### src/rtl/pipeline_hazard_ctrl_if.sv
// Bundle between the pipeline datapath and the hazard controller.
//   Parameter CNT_W : width of the stall-cycle counter.
//   master : pipeline side; drives the stage status, receives the controls.
//   slave  : controller side; receives the stage status, drives the controls.
// Status (master -> slave):
//   id_valid, src1, src2, two_src           ID-stage operand use
//   exe_wb_en, exe_dest, exe_mem_read       EX-stage producer
//   mem_wb_en, mem_dest                     MEM-stage producer
//   branch_taken                            EX-stage taken branch
//   mem_req, mem_ready                      MEM-stage memory handshake
// Controls (slave -> master):
//   freeze_pc, freeze_if_id, flush_if_id, flush_id_ex, freeze_all, stall_cnt
interface pipeline_hazard_ctrl_if #(
  parameter int unsigned CNT_W = 16
);
  logic             id_valid;
  logic [3:0]       src1;
  logic [3:0]       src2;
  logic             two_src;
  logic             exe_wb_en;
  logic [3:0]       exe_dest;
  logic             exe_mem_read;
  logic             mem_wb_en;
  logic [3:0]       mem_dest;
  logic             branch_taken;
  logic             mem_req;
  logic             mem_ready;

  logic             freeze_pc;
  logic             freeze_if_id;
  logic             flush_if_id;
  logic             flush_id_ex;
  logic             freeze_all;
  logic [CNT_W-1:0] stall_cnt;

  modport master (
    output id_valid, src1, src2, two_src,
    output exe_wb_en, exe_dest, exe_mem_read,
    output mem_wb_en, mem_dest,
    output branch_taken, mem_req, mem_ready,
    input  freeze_pc, freeze_if_id, flush_if_id, flush_id_ex, freeze_all, stall_cnt
  );

  modport slave (
    input  id_valid, src1, src2, two_src,
    input  exe_wb_en, exe_dest, exe_mem_read,
    input  mem_wb_en, mem_dest,
    input  branch_taken, mem_req, mem_ready,
    output freeze_pc, freeze_if_id, flush_if_id, flush_id_ex, freeze_all, stall_cnt
  );
endinterface

### src/rtl/pipeline_hazard_ctrl.sv
// Central stall/flush sequencer for the 5-stage pipeline.
// Priority of events: memory wait-state > taken branch in EX > RAW hazard in ID.
// Ports:
//   clk  : clock, all state updates on the rising edge
//   rst  : synchronous active-low reset (0 = reset)
//   bus  : pipeline_hazard_ctrl_if slave modport (stage status in, controls out)
// Parameter CNT_W : width of the saturating stall-cycle counter.
// Optional build macro FORWARDING_EN: when defined, an EX/MEM forwarding unit is
// assumed to exist and only load-use hazards against the EX stage stall.
module pipeline_hazard_ctrl #(
  parameter int unsigned CNT_W = 16
) (
  input  logic                  clk,
  input  logic                  rst,
  pipeline_hazard_ctrl_if.slave bus
);

  typedef enum logic [0:0] {
    StRun     = 1'b0,
    StMemWait = 1'b1
  } state_e;

  state_e           state_q, state_d;
  logic [CNT_W-1:0] cnt_q, cnt_d;

  logic mem_stall;
  logic m_src1, m_src2;
  logic hazard;

  logic freeze_pc, freeze_if_id, flush_if_id, flush_id_ex, freeze_all;

  // ---------------------------------------------------------------------------
  // Hazard detection
  // ---------------------------------------------------------------------------
`ifdef FORWARDING_EN
  // Forwarding covers every ALU result; only a load in EX cannot be forwarded in time.
  assign m_src1 = bus.id_valid & bus.exe_wb_en & bus.exe_mem_read &
                  (bus.exe_dest == bus.src1);
  assign m_src2 = bus.id_valid & bus.exe_wb_en & bus.exe_mem_read &
                  (bus.exe_dest == bus.src2);
`else
  // No forwarding: any pending write in EX or MEM blocks the reader in ID.
  assign m_src1 = bus.id_valid &
                  ((bus.exe_wb_en & (bus.exe_dest == bus.src1)) |
                   (bus.mem_wb_en & (bus.mem_dest == bus.src1)));
  assign m_src2 = bus.id_valid &
                  ((bus.exe_wb_en & (bus.exe_dest == bus.src2)) |
                   (bus.mem_wb_en & (bus.mem_dest == bus.src2)));
`endif

  assign hazard = m_src1 | (bus.two_src & m_src2);

  // ---------------------------------------------------------------------------
  // Memory-wait FSM
  // ---------------------------------------------------------------------------
  always_comb begin
    state_d = state_q;
    unique case (state_q)
      StRun:     if (bus.mem_req && !bus.mem_ready) state_d = StMemWait;
      StMemWait: if (bus.mem_ready)                 state_d = StRun;
      default:                                      state_d = StRun;
    endcase
  end

  // Once in MEM_WAIT the access is outstanding regardless of mem_req.
  assign mem_stall = ((state_q == StRun) & bus.mem_req & ~bus.mem_ready) |
                     ((state_q == StMemWait) & ~bus.mem_ready);

  // ---------------------------------------------------------------------------
  // Control outputs (same-cycle, combinational)
  // ---------------------------------------------------------------------------
  always_comb begin
    freeze_pc    = 1'b0;
    freeze_if_id = 1'b0;
    flush_if_id  = 1'b0;
    flush_id_ex  = 1'b0;
    freeze_all   = 1'b0;
    if (!rst) begin
      flush_if_id = 1'b1;
      flush_id_ex = 1'b1;
    end else if (mem_stall) begin
      // The whole pipe holds, including a taken branch sitting in EX; it is
      // acted on in the first cycle after the wait ends.
      freeze_all   = 1'b1;
      freeze_pc    = 1'b1;
      freeze_if_id = 1'b1;
    end else if (bus.branch_taken) begin
      // The ID instruction is squashed, so any hazard it has is irrelevant.
      flush_if_id = 1'b1;
      flush_id_ex = 1'b1;
    end else if (hazard) begin
      freeze_pc    = 1'b1;
      freeze_if_id = 1'b1;
      flush_id_ex  = 1'b1;
    end
  end

  assign bus.freeze_pc    = freeze_pc;
  assign bus.freeze_if_id = freeze_if_id;
  assign bus.flush_if_id  = flush_if_id;
  assign bus.flush_id_ex  = flush_id_ex;
  assign bus.freeze_all   = freeze_all;
  assign bus.stall_cnt    = cnt_q;

  // ---------------------------------------------------------------------------
  // Saturating stall-cycle counter
  // ---------------------------------------------------------------------------
  always_comb begin
    cnt_d = cnt_q;
    if (freeze_pc && (cnt_q != {CNT_W{1'b1}})) begin
      cnt_d = cnt_q + {{(CNT_W-1){1'b0}}, 1'b1};
    end
  end

  always_ff @(posedge clk) begin
    if (!rst) begin
      state_q <= StRun;
      cnt_q   <= '0;
    end else begin
      state_q <= state_d;
      cnt_q   <= cnt_d;
    end
  end

endmodule
### src/flat_wrapper.sv
// flat-port wrapper written by rule: the top's interface ports become plain ports
module pipeline_hazard_ctrl_flat 
#(
  parameter int unsigned CNT_W = 16
)
  (clk, rst, bus_id_valid, bus_src1, bus_src2, bus_two_src, bus_exe_wb_en, bus_exe_dest, bus_exe_mem_read, bus_mem_wb_en, bus_mem_dest, bus_branch_taken, bus_mem_req, bus_mem_ready, bus_freeze_pc, bus_freeze_if_id, bus_flush_if_id, bus_flush_id_ex, bus_freeze_all, bus_stall_cnt);
  pipeline_hazard_ctrl_if #(.CNT_W(CNT_W)) bus_i ();
  input  logic clk;
  input  logic rst;
  input wire logic [$bits(bus_i.id_valid)-1:0] bus_id_valid;
  input wire logic [$bits(bus_i.src1)-1:0] bus_src1;
  input wire logic [$bits(bus_i.src2)-1:0] bus_src2;
  input wire logic [$bits(bus_i.two_src)-1:0] bus_two_src;
  input wire logic [$bits(bus_i.exe_wb_en)-1:0] bus_exe_wb_en;
  input wire logic [$bits(bus_i.exe_dest)-1:0] bus_exe_dest;
  input wire logic [$bits(bus_i.exe_mem_read)-1:0] bus_exe_mem_read;
  input wire logic [$bits(bus_i.mem_wb_en)-1:0] bus_mem_wb_en;
  input wire logic [$bits(bus_i.mem_dest)-1:0] bus_mem_dest;
  input wire logic [$bits(bus_i.branch_taken)-1:0] bus_branch_taken;
  input wire logic [$bits(bus_i.mem_req)-1:0] bus_mem_req;
  input wire logic [$bits(bus_i.mem_ready)-1:0] bus_mem_ready;
  output wire logic [$bits(bus_i.freeze_pc)-1:0] bus_freeze_pc;
  output wire logic [$bits(bus_i.freeze_if_id)-1:0] bus_freeze_if_id;
  output wire logic [$bits(bus_i.flush_if_id)-1:0] bus_flush_if_id;
  output wire logic [$bits(bus_i.flush_id_ex)-1:0] bus_flush_id_ex;
  output wire logic [$bits(bus_i.freeze_all)-1:0] bus_freeze_all;
  output wire logic [$bits(bus_i.stall_cnt)-1:0] bus_stall_cnt;
  assign bus_i.id_valid = bus_id_valid;
  assign bus_i.src1 = bus_src1;
  assign bus_i.src2 = bus_src2;
  assign bus_i.two_src = bus_two_src;
  assign bus_i.exe_wb_en = bus_exe_wb_en;
  assign bus_i.exe_dest = bus_exe_dest;
  assign bus_i.exe_mem_read = bus_exe_mem_read;
  assign bus_i.mem_wb_en = bus_mem_wb_en;
  assign bus_i.mem_dest = bus_mem_dest;
  assign bus_i.branch_taken = bus_branch_taken;
  assign bus_i.mem_req = bus_mem_req;
  assign bus_i.mem_ready = bus_mem_ready;
  assign bus_freeze_pc = bus_i.freeze_pc;
  assign bus_freeze_if_id = bus_i.freeze_if_id;
  assign bus_flush_if_id = bus_i.flush_if_id;
  assign bus_flush_id_ex = bus_i.flush_id_ex;
  assign bus_freeze_all = bus_i.freeze_all;
  assign bus_stall_cnt = bus_i.stall_cnt;
  pipeline_hazard_ctrl #(.CNT_W(CNT_W)) u_core (.clk(clk), .rst(rst), .bus(bus_i));
endmodule
### config.mk
export PLATFORM = sky130hd
export DESIGN_NAME = pipeline_hazard_ctrl_flat
export DESIGN_NICKNAME = d
export VERILOG_FILES = /design/src/rtl/pipeline_hazard_ctrl_if.sv /design/src/rtl/pipeline_hazard_ctrl.sv /design/src/flat_wrapper.sv
export SDC_FILE = /design/constraint.sdc
export NUM_CORES = 1
export LEC_CHECK = 0
export CORE_MARGIN = 5
export CORE_UTILIZATION = 37
export CTS_BUF_LIST = sky130_fd_sc_hd__clkbuf_16
export DETAILED_ROUTE_END_ITERATION = 6
export PLACE_DENSITY = 0.71
export SYNTH_ARGS = -nofsm -noshare
export SYNTH_HDL_FRONTEND = slang
export SYNTH_SLANG_ARGS = --single-unit
### constraint.sdc
create_clock -name clk -period 2.22 [get_ports clk]
set_clock_uncertainty 0.2 [all_clocks]
set_input_delay 0.333 -clock clk [delete_from_list [all_inputs] [get_ports clk]]
set_output_delay 0.333 -clock clk [all_outputs]
set_load 0.01 [all_outputs]
## Word level (Yosys, flattened, before mapping)

Index checks and enable logic that the tools add are counted.

| word-level totals | value |
|---|---|
| register bits | 17 |
| bits of input ports | 26 |

| operators by class | value |
|---|---|
| add/subtract/negate cells | 1 |
| equality and inequality tests | 5 |
| multiplexer cells | 15 |
| bitwise logic cells | 16 |
| reduce and logical (&&, ||, !) cells | 3 |

Operators with widths:

| cell | count |
|---|---|
| 16-bit by 1-bit adder with 16-bit output, second input constant | 1 |
| 4-bit == test | 4 |
| 16-bit != test, second input constant | 1 |
| 1-bit 2-to-1 mux | 14 |
| 1-bit bitwise AND | 10 |
| 1-bit bitwise OR | 4 |
| 1-bit logical AND | 2 |
| 1-bit inverter | 2 |
| 1-bit case mux with 2 select lines | 1 |
| 1-bit logical NOT | 1 |

## Longest topological paths before layout

Gate-level depths: netlist (run 1).

| logic depth | value |
|---|---|
| word-level depth | 11 |
| gate-level depth with buffers | 11 |

## Worst setup path before layout (run 1)

No wires, ideal clock.

| timing | value |
|---|---|
| path type | flip-flop to flip-flop |
| start point | register u_core.cnt_q[0] (netlist: u_core.bus.stall_cnt[0]) |
| end point | register u_core.cnt_q[3] (netlist: u_core.bus.stall_cnt[3]) |
| arrival | 1968 ps |
| path slack | -20 ps |
| cell stages (with the launch flop) | 12 |
| clock period less this slack | 2240 ps |
| cell sequence | dfxtp_1 -> ha_1 -> nand3_1 -> nor2_1 -> and3_1 -> nand3_1 -> and2_1 -> buf_6 -> or2_1 -> buf_6 -> nand4_1 -> mux2i_1 |

| between the ends | value |
|---|---|
| longest elaborated chain between the ends | 2 |
| elaborated cells between the ends (all ways) | 3 |
| those cells by class | 1 x add/sub; 1 x eq/ne; 1 x reduce/logical |

Ends and longest elaborated chain:

| item | RTL line | RTL |
|---|---|---|
| start: declaration | pipeline_hazard_ctrl.sv:24 | `logic [CNT_W-1:0] cnt_q, cnt_d;` |
| start signal: assignment | pipeline_hazard_ctrl.sv:121 | `cnt_q <= cnt_d;` |
| branches (longest 2 deep; another with 16-bit by 1-bit adder with 16-bit output) | - |  |

Several ways; the timed one is not identified.
A chain may end at the register's enable or synchronous reset.

## Worst setup path in the final report (run 1)

| timing | value |
|---|---|
| start point | register u_core.cnt_q[0] (netlist: u_core.bus.stall_cnt[0]) |
| end point | register u_core.cnt_q[11] (netlist: u_core.bus.stall_cnt[11]) |

The elaborated chain is that of the path after synthesis.

==> results of run 1 <==
[state kept, by name, summed over array words and instances (netlist names)]
name / flops
u_core.state_q: 1
u_core.bus.stall_cnt: 16
[stage by stage]
stage          instances  TNS [ps]  area, sq um  utilization
5_1_grt              223     -84.9         1840        0.668
3_3_place_gp         216     -5620         1650        0.600
2_1_floorplan        127         0         1070            -
4_1_cts              223         0         1750        0.634
3_5_place_dp         216     -6590         1650        0.600
6_report             223         0         1840        0.668
[cell usage after synthesis, types with 2 or more instances]
| master | n |
|---|---|
| xor2_1 | 14 |
| nor3_1 | 4 |
| buf_6 | 2 |
| and2_1 | 2 |
| nand2b_1 | 4 |
| nor4_1 | 2 |
| o21ai_0 | 2 |
| o21a_1 | 3 |
| a21oi_1 | 2 |
| nand2_1 | 17 |
| nor2_1 | 12 |
| a31oi_1 | 2 |
| and3_1 | 7 |
| or2_1 | 2 |
| xnor2_1 | 8 |
| mux2i_1 | 9 |
| dfxtp_1 | 17 |
| nand3_1 | 6 |
[per-layer routing]
layer,GRT usage,vias up,part of all wire
met5,0,-,0
met4,0.0468,0,0.010
met3,0.0444,3,0.055
met2,0.306,33,0.54
met1,0.182,512,0.39
li1,-,563,-
[worst min-delay path, stage by stage, from the launching register on]
cell and delay [ps]:
dfxtp_1 320, nand2_1 60, mux2i_1 60
[worst paths after layout]
| kind | start | to | slack, ps | cells after the start |
|---|---|---|---|---|
| worst max-delay path | u_core.bus.stall_cnt[0] | u_core.bus.stall_cnt[11] | 100 | 10 |
| worst min-delay path | u_core.bus.stall_cnt[13] | u_core.bus.stall_cnt[13] | 290 | 2 |
| worst max register to register | u_core.bus.stall_cnt[0] | u_core.bus.stall_cnt[11] | 100 | 10 |
| worst min register to register | u_core.bus.stall_cnt[13] | u_core.bus.stall_cnt[13] | 290 | 2 |
[repair_timing]
action	4_1_cts	5_1_grt
hold endpoints to repair	0	0
endpoints found under the setup margin	18	19
pin swaps	12	20
buffers inserted	3	0
resized for setup	35	65
[power breakdown]
group	leakage [nW]	total, W	internal (W)	switching, W
sequential	0.139	0.000311	0.000309	0.00000255
clock	0.0409	0.000365	0.000241	0.000124
combinational	0.611	0.000159	0.0000823	0.0000765
[area by class of cell]
class | instances | area (sq um)
Clock buffer | 3 | 75.1
Timing Repair Buffer | 66 | 527
Inverter | 1 | 3.75
Sequential cell | 17 | 344
Clock inverter | 1 | 5.00
Multi-Input combinational cell | 104 | 850
Fill cell | 243 | 915
Tap cell | 31 | 38.8
[logic make-up (layout without fill, tap and decap cells)]
kind of cell               after synthesis  in the layout
adders and majority gates                1              1
muxes                                    9              9
AOI/OAI and AO/OA                       13             13
and+or+nand+nor                         59             59
xor gates and xnor gates                22             22
buffers and inverters                    6             71
DFF                                     17             17
==> qor.txt, run 1 <==
status = completed
cell taking the most area after synthesis = dfxtp_1
worst-path cell chain = ha_4 > nand3_2 > nor2_2 > and3_4 > nand3_1 > and2_2 > buf_4 > o21a_1 > nand3_1 > mux2i_1
Syn Nets = 154
Routed Antenna Nets = 0
Max Fclk = 472 MHz
critical path data required time = 2200 ps
synthesized area per cell = 8.39 sq um
Relative slew margins = 0.831
initial core utilization = 0.387
post-synthesis adder-cell area fraction = 0.0117
Hold Violations, Final = 0
Hold Crit Class = flop to flop
Period minus WS final = 2120 ps
total CTS buffers = 3
area grow syn2layout = 72.9%
Vias = 1111
cell family with most CP delay = simple AND/OR/NAND/NOR gates
Crit Path Max Fanout = 5
XOR/XNOR share of the synthesized area = 0.181
DIE AREA = 4050 sq um
Slew Limit Fails = 0
DRT Wirelength = 3.23 mm
clock sink count = 17
total gr overflow = 0
Syn Std Cell Area = 1070 sq um
root buf cell = clkbuf_16
DP HPWL = 2.40 mm
number of I/O pins = 47
Worst Slack Setup Final = 99.1 ps
first-pass GRT wire length = 5.39 mm
P per Cell Area = 453 nW/um^2
Final setup viols = 0
die height = 63.7 um
top cells by area, synth = dfxtp_1 (32%), xor2_1 (12%), mux2i_1 (8.5%)
Startpoint Class = flop
largest net degree at the start of global routing = 12
Max Cap Viol = 0
Core Region = 2760 sq um
most frequent CP cell = nand3_1
port buffer count = 45
overall power = 0.000835 W
NumNets Final = 220
Mapped Cells = 127
Leak = 0.790 nW
simple logic cell fraction of the synthesized area = 0.271
Arr. time, crit path = 2100 ps
Synth Register Bits = 17
YS warnings = 0
EDFF count, synth = 0
fraction of layout cells with a size suffix above 1 = 0.396
CP max stage cell = dfxtp_2
async set-reset flop share out of synthesis = 0
initial antenna violation count = 0
part of the cycle the worst path needs = 0.955
vias in the first global route = 1194
complex-gate fraction of the synthesized area = 0.0927
gpl congestion = 0.915
Vias/cell = 4.98
Fin Hold WS = 285 ps
Distinct cells, synth = 30
Synth top area share = 0.319
commonest non-fill, non-tap cells in the layout = clkdlybuf4s50_1 (21), buf_4 (21), nand2_1 (16)
peak supply drop = 509 uV
DRC errors left = 0
CP peak stage delay = 350 ps
RSZ-0062 raised after global routing = true
crit end category = flop
mux contribution to synthesized area = 0.0845
Die Width = 63.7 um
crit path kind = flop to flop
cts-stage hold buffer count = 0
worst slew pin tran = 251 ps
CTS H-tree lvls = 1
worst path bufs/invs = 1
Skew-Pair Late Insertion Delay = 250 ps
clock-pin slew on the worst setup and hold paths = 50 ps
WL per Instance = 14.5 um
dominant synthesized flop cell = dfxtp_1
ANT cells = 0
sequential fraction of the synthesis area = 0.319
num rows = 19
pre-CTS WS = -541 ps
worst-case clock buffer depth = 2
CTS tree = done
drt pass-1 iters = 4
DRT iter0 DRCs = 9
main combinational cell family by area after synthesis = simple AND/OR/NAND/NOR gates
gr usage total = 0.166
(Power assumes the default switching activity.)
==> inputs of run 2 (changes only) <==
--- a/config.mk
+++ b/config.mk
@@ -5,6 +5,7 @@
 export SDC_FILE = /design/constraint.sdc
 export NUM_CORES = 1
 export LEC_CHECK = 0
+export CAP_MARGIN = 20
 export CORE_MARGIN = 5
 export CORE_UTILIZATION = 37
 export CTS_BUF_LIST = sky130_fd_sc_hd__clkbuf_16
==> results of run 2 <==
Same layout as run 1: the final DEF is identical, and so are final timing and power.
==> inputs of run 3 (changes only) <==
--- a/config.mk
+++ b/config.mk
@@ -11,6 +11,7 @@
 export CTS_BUF_LIST = sky130_fd_sc_hd__clkbuf_16
 export DETAILED_ROUTE_END_ITERATION = 6
 export PLACE_DENSITY = 0.71
+export RECOVER_POWER = 100
 export SYNTH_ARGS = -nofsm -noshare
 export SYNTH_HDL_FRONTEND = slang
 export SYNTH_SLANG_ARGS = --single-unit
==> qor.txt, run 3 (same netlist as run 1, synthesis figures left out) <==
drt pass-1 iters = 4 (unchanged)
NumNets Final = 220 (unchanged)
port buffer count = 45 (unchanged)
most frequent CP cell = buf_4 (was nand3_1)
Placed Instances = 216 (unchanged)
clock sink count = 17 (unchanged)
Final setup viols = 0 (unchanged)
crit end category = flop (unchanged)
vias in the first global route = 1194 (unchanged)
metal3 WL = 180 um (was 177 um)
RSZ-0062 raised after global routing = true (unchanged)
CP max stage cell = nor4_4 (was dfxtp_2)
Startpoint Class = input port (was flop)
gpl congestion = 0.915 (unchanged)
Core Region = 2760 sq um (unchanged)
clock-pin slew on the worst setup and hold paths = 50 ps (about the same)
part of the cycle the worst path needs = 0.952 (was 0.955)
num rows = 19 (unchanged)
DIE AREA = 4050 sq um (unchanged)
Hold Violations, Final = 0 (unchanged)
crit path kind = input port to flop (was flop to flop)
largest net degree at the start of global routing = 12 (unchanged)
initial core utilization = 0.387 (unchanged)
number of I/O pins = 47 (unchanged)
initial antenna violation count = 0 (unchanged)
Non-Filler Instances = 223 (unchanged)
top layer in use = met4 (unchanged)
DRC errors left = 0 (unchanged)
Max Cap Viol = 0 (unchanged)
DRT iter0 DRCs = 9 (unchanged)
worst-case clock buffer depth = 2 (unchanged)
Worst Slack Setup Final = 106 ps (was 99.1 ps)
ANT cells = 0 (unchanged)
worst-path cell chain = buf_6 > xnor2_2 > nand2_2 > nor4_4 > a41oi_2 > buf_4 > buf_4 > a21boi_4 > o21a_1 > and3_4 > mux2i_1 (was ha_4 > nand3_2 > nor2_2 > and3_4 > nand3_1 > and2_2 > buf_4 > o21a_1 > nand3_1 > mux2i_1)
commonest non-fill, non-tap cell in the layout = buf_4
worst slew pin tran = 251 ps (unchanged)
area grow syn2layout = 72.9% (unchanged)
commonest non-fill, non-tap cells in the layout = buf_4 (21), nand2_1 (16), dlygate4sd3_1 (16) (was clkdlybuf4s50_1 (21), buf_4 (21), nand2_1 (16))
Crit Path Max Fanout = 6 (was 5)
placed standard-cell area = 1650 sq um (unchanged)
Hold Crit Class = flop to flop (unchanged)
P per Cell Area = 453 nW/um^2 (about the same)
Die Width = 63.7 um (unchanged)
worst path bufs/invs = 3 (was 1)
design area = 1840 sq um (unchanged)
pre-CTS WS = -541 ps (unchanged)
Slew Limit Fails = 0 (unchanged)
DRT met1 WL = 1.25 mm (was 1.26 mm)
Util after Layout = 0.668 (unchanged)
gr usage total = 0.166 (unchanged)
Skew-Pair Late Insertion Delay = 250 ps (about the same)
Leak = 0.847 nW (was 0.790 nW)
Period minus WS final = 2110 ps (was 2120 ps)
DP HPWL = 2.40 mm (unchanged)
critical path data required time = 2190 ps (was 2200 ps)
total CTS buffers = 3 (unchanged)
Arr. time, crit path = 2090 ps (was 2100 ps)
fraction of layout cells with a size suffix above 1 = 0.396 (unchanged)
Routed Antenna Nets = 0 (unchanged)
Vias/cell = 4.98 (about the same)
first-pass GRT wire length = 5.39 mm (unchanged)
CP peak stage delay = 290 ps (was 350 ps)
Max Fclk = 473 MHz (was 472 MHz)
WL per Instance = 14.4 um (was 14.5 um)
CTS tree = done (unchanged)
CTS H-tree lvls = 1 (unchanged)
Relative slew margins = 0.831 (unchanged)
peak supply drop = 508 uV (was 509 uV)
overall power = 0.000834 W (was 0.000835 W)
DR WL met2 = 1.76 mm (about the same)
fill count = 243 (unchanged)
max reg flops = 16 (unchanged)
Vias = 1110 (was 1111)
DRT Wirelength = 3.22 mm (was 3.23 mm)
cell family with most CP delay = simple AND/OR/NAND/NOR gates (unchanged)
total gr overflow = 0 (unchanged)
root buf cell = clkbuf_16 (unchanged)
die height = 63.7 um (unchanged)
status = completed (unchanged)
==> run 3: changes by cell type in the layout (fill, tap and decap cells not counted) <==
| cell | change |
|---|---|
| dlygate4sd3_1 | +16 |
| clkdlybuf4s50_1 | -16 |
==> run 3: report_power, final <==
group	internal (W)	switching, W	total [W]
Combinational	0.0000816	0.0000764	0.000158
Clock	0.000241	0.000123	0.000365
Sequential	0.000309	0.00000255	0.000311
Total	0.000632	0.000202	0.000834
==> run 3: worst min-delay path, delay by kind of cell (launching register included) <==
kind | cells | cell delay, ps
AND/OR/NAND/NOR | 1 | 60
multiplexers | 1 | 60
flip-flops | 1 | 320
==> run 3: area by class of cell <==
| cell class | instances | area (sq um) | share of cell area |
|---|---|---|---|
| clock buffers | 3 | 75.1 | 0.0407 |
| well taps | 31 | 38.8 | 0.0210 |
| flip-flops and latches | 17 | 344 | 0.187 |
| multi-input cells | 104 | 850 | 0.461 |
| inverters | 1 | 3.75 | 0.00204 |
| repair buffers | 66 | 527 | 0.286 |
| clock inverters | 1 | 5.00 | 0.00272 |
==> run 3: layer usage <==
layer  GRT usage  vias to the layer above
met3      0.0444                        3
met5           0                        -
li1            -                      564
met4      0.0468                        0
met1       0.182                      510
met2       0.306                       33
==> run 3: worst paths after layout <==
kind	startpoint	end	slack, ps	cells past startpoint
setup / recovery	bus_exe_dest[0]	u_core.bus.stall_cnt[10]	110	11
hold / removal	u_core.bus.stall_cnt[13]	u_core.bus.stall_cnt[13]	280	2
setup reg to reg	u_core.bus.stall_cnt[0]	u_core.bus.stall_cnt[11]	110	10
hold reg to reg	u_core.bus.stall_cnt[13]	u_core.bus.stall_cnt[13]	280	2
==> run 3: through the flow <==
step | TNS (ps) | hold WS [ps]
global placement | -5620 | 267
global route | -84.4 | 307
detailed placement | -6590 | 279
CTS | 0 | 290
finish | 0 | 283
floorplan | 0 | 212
==> run 3: repair_timing <==
action,CTS,global route
hold buffers,0,0
setup endpoints to repair,18,19
pin swaps,12,20
setup buffers,3,0
gates resized for setup,35,65
hold endpoints to repair,0,0
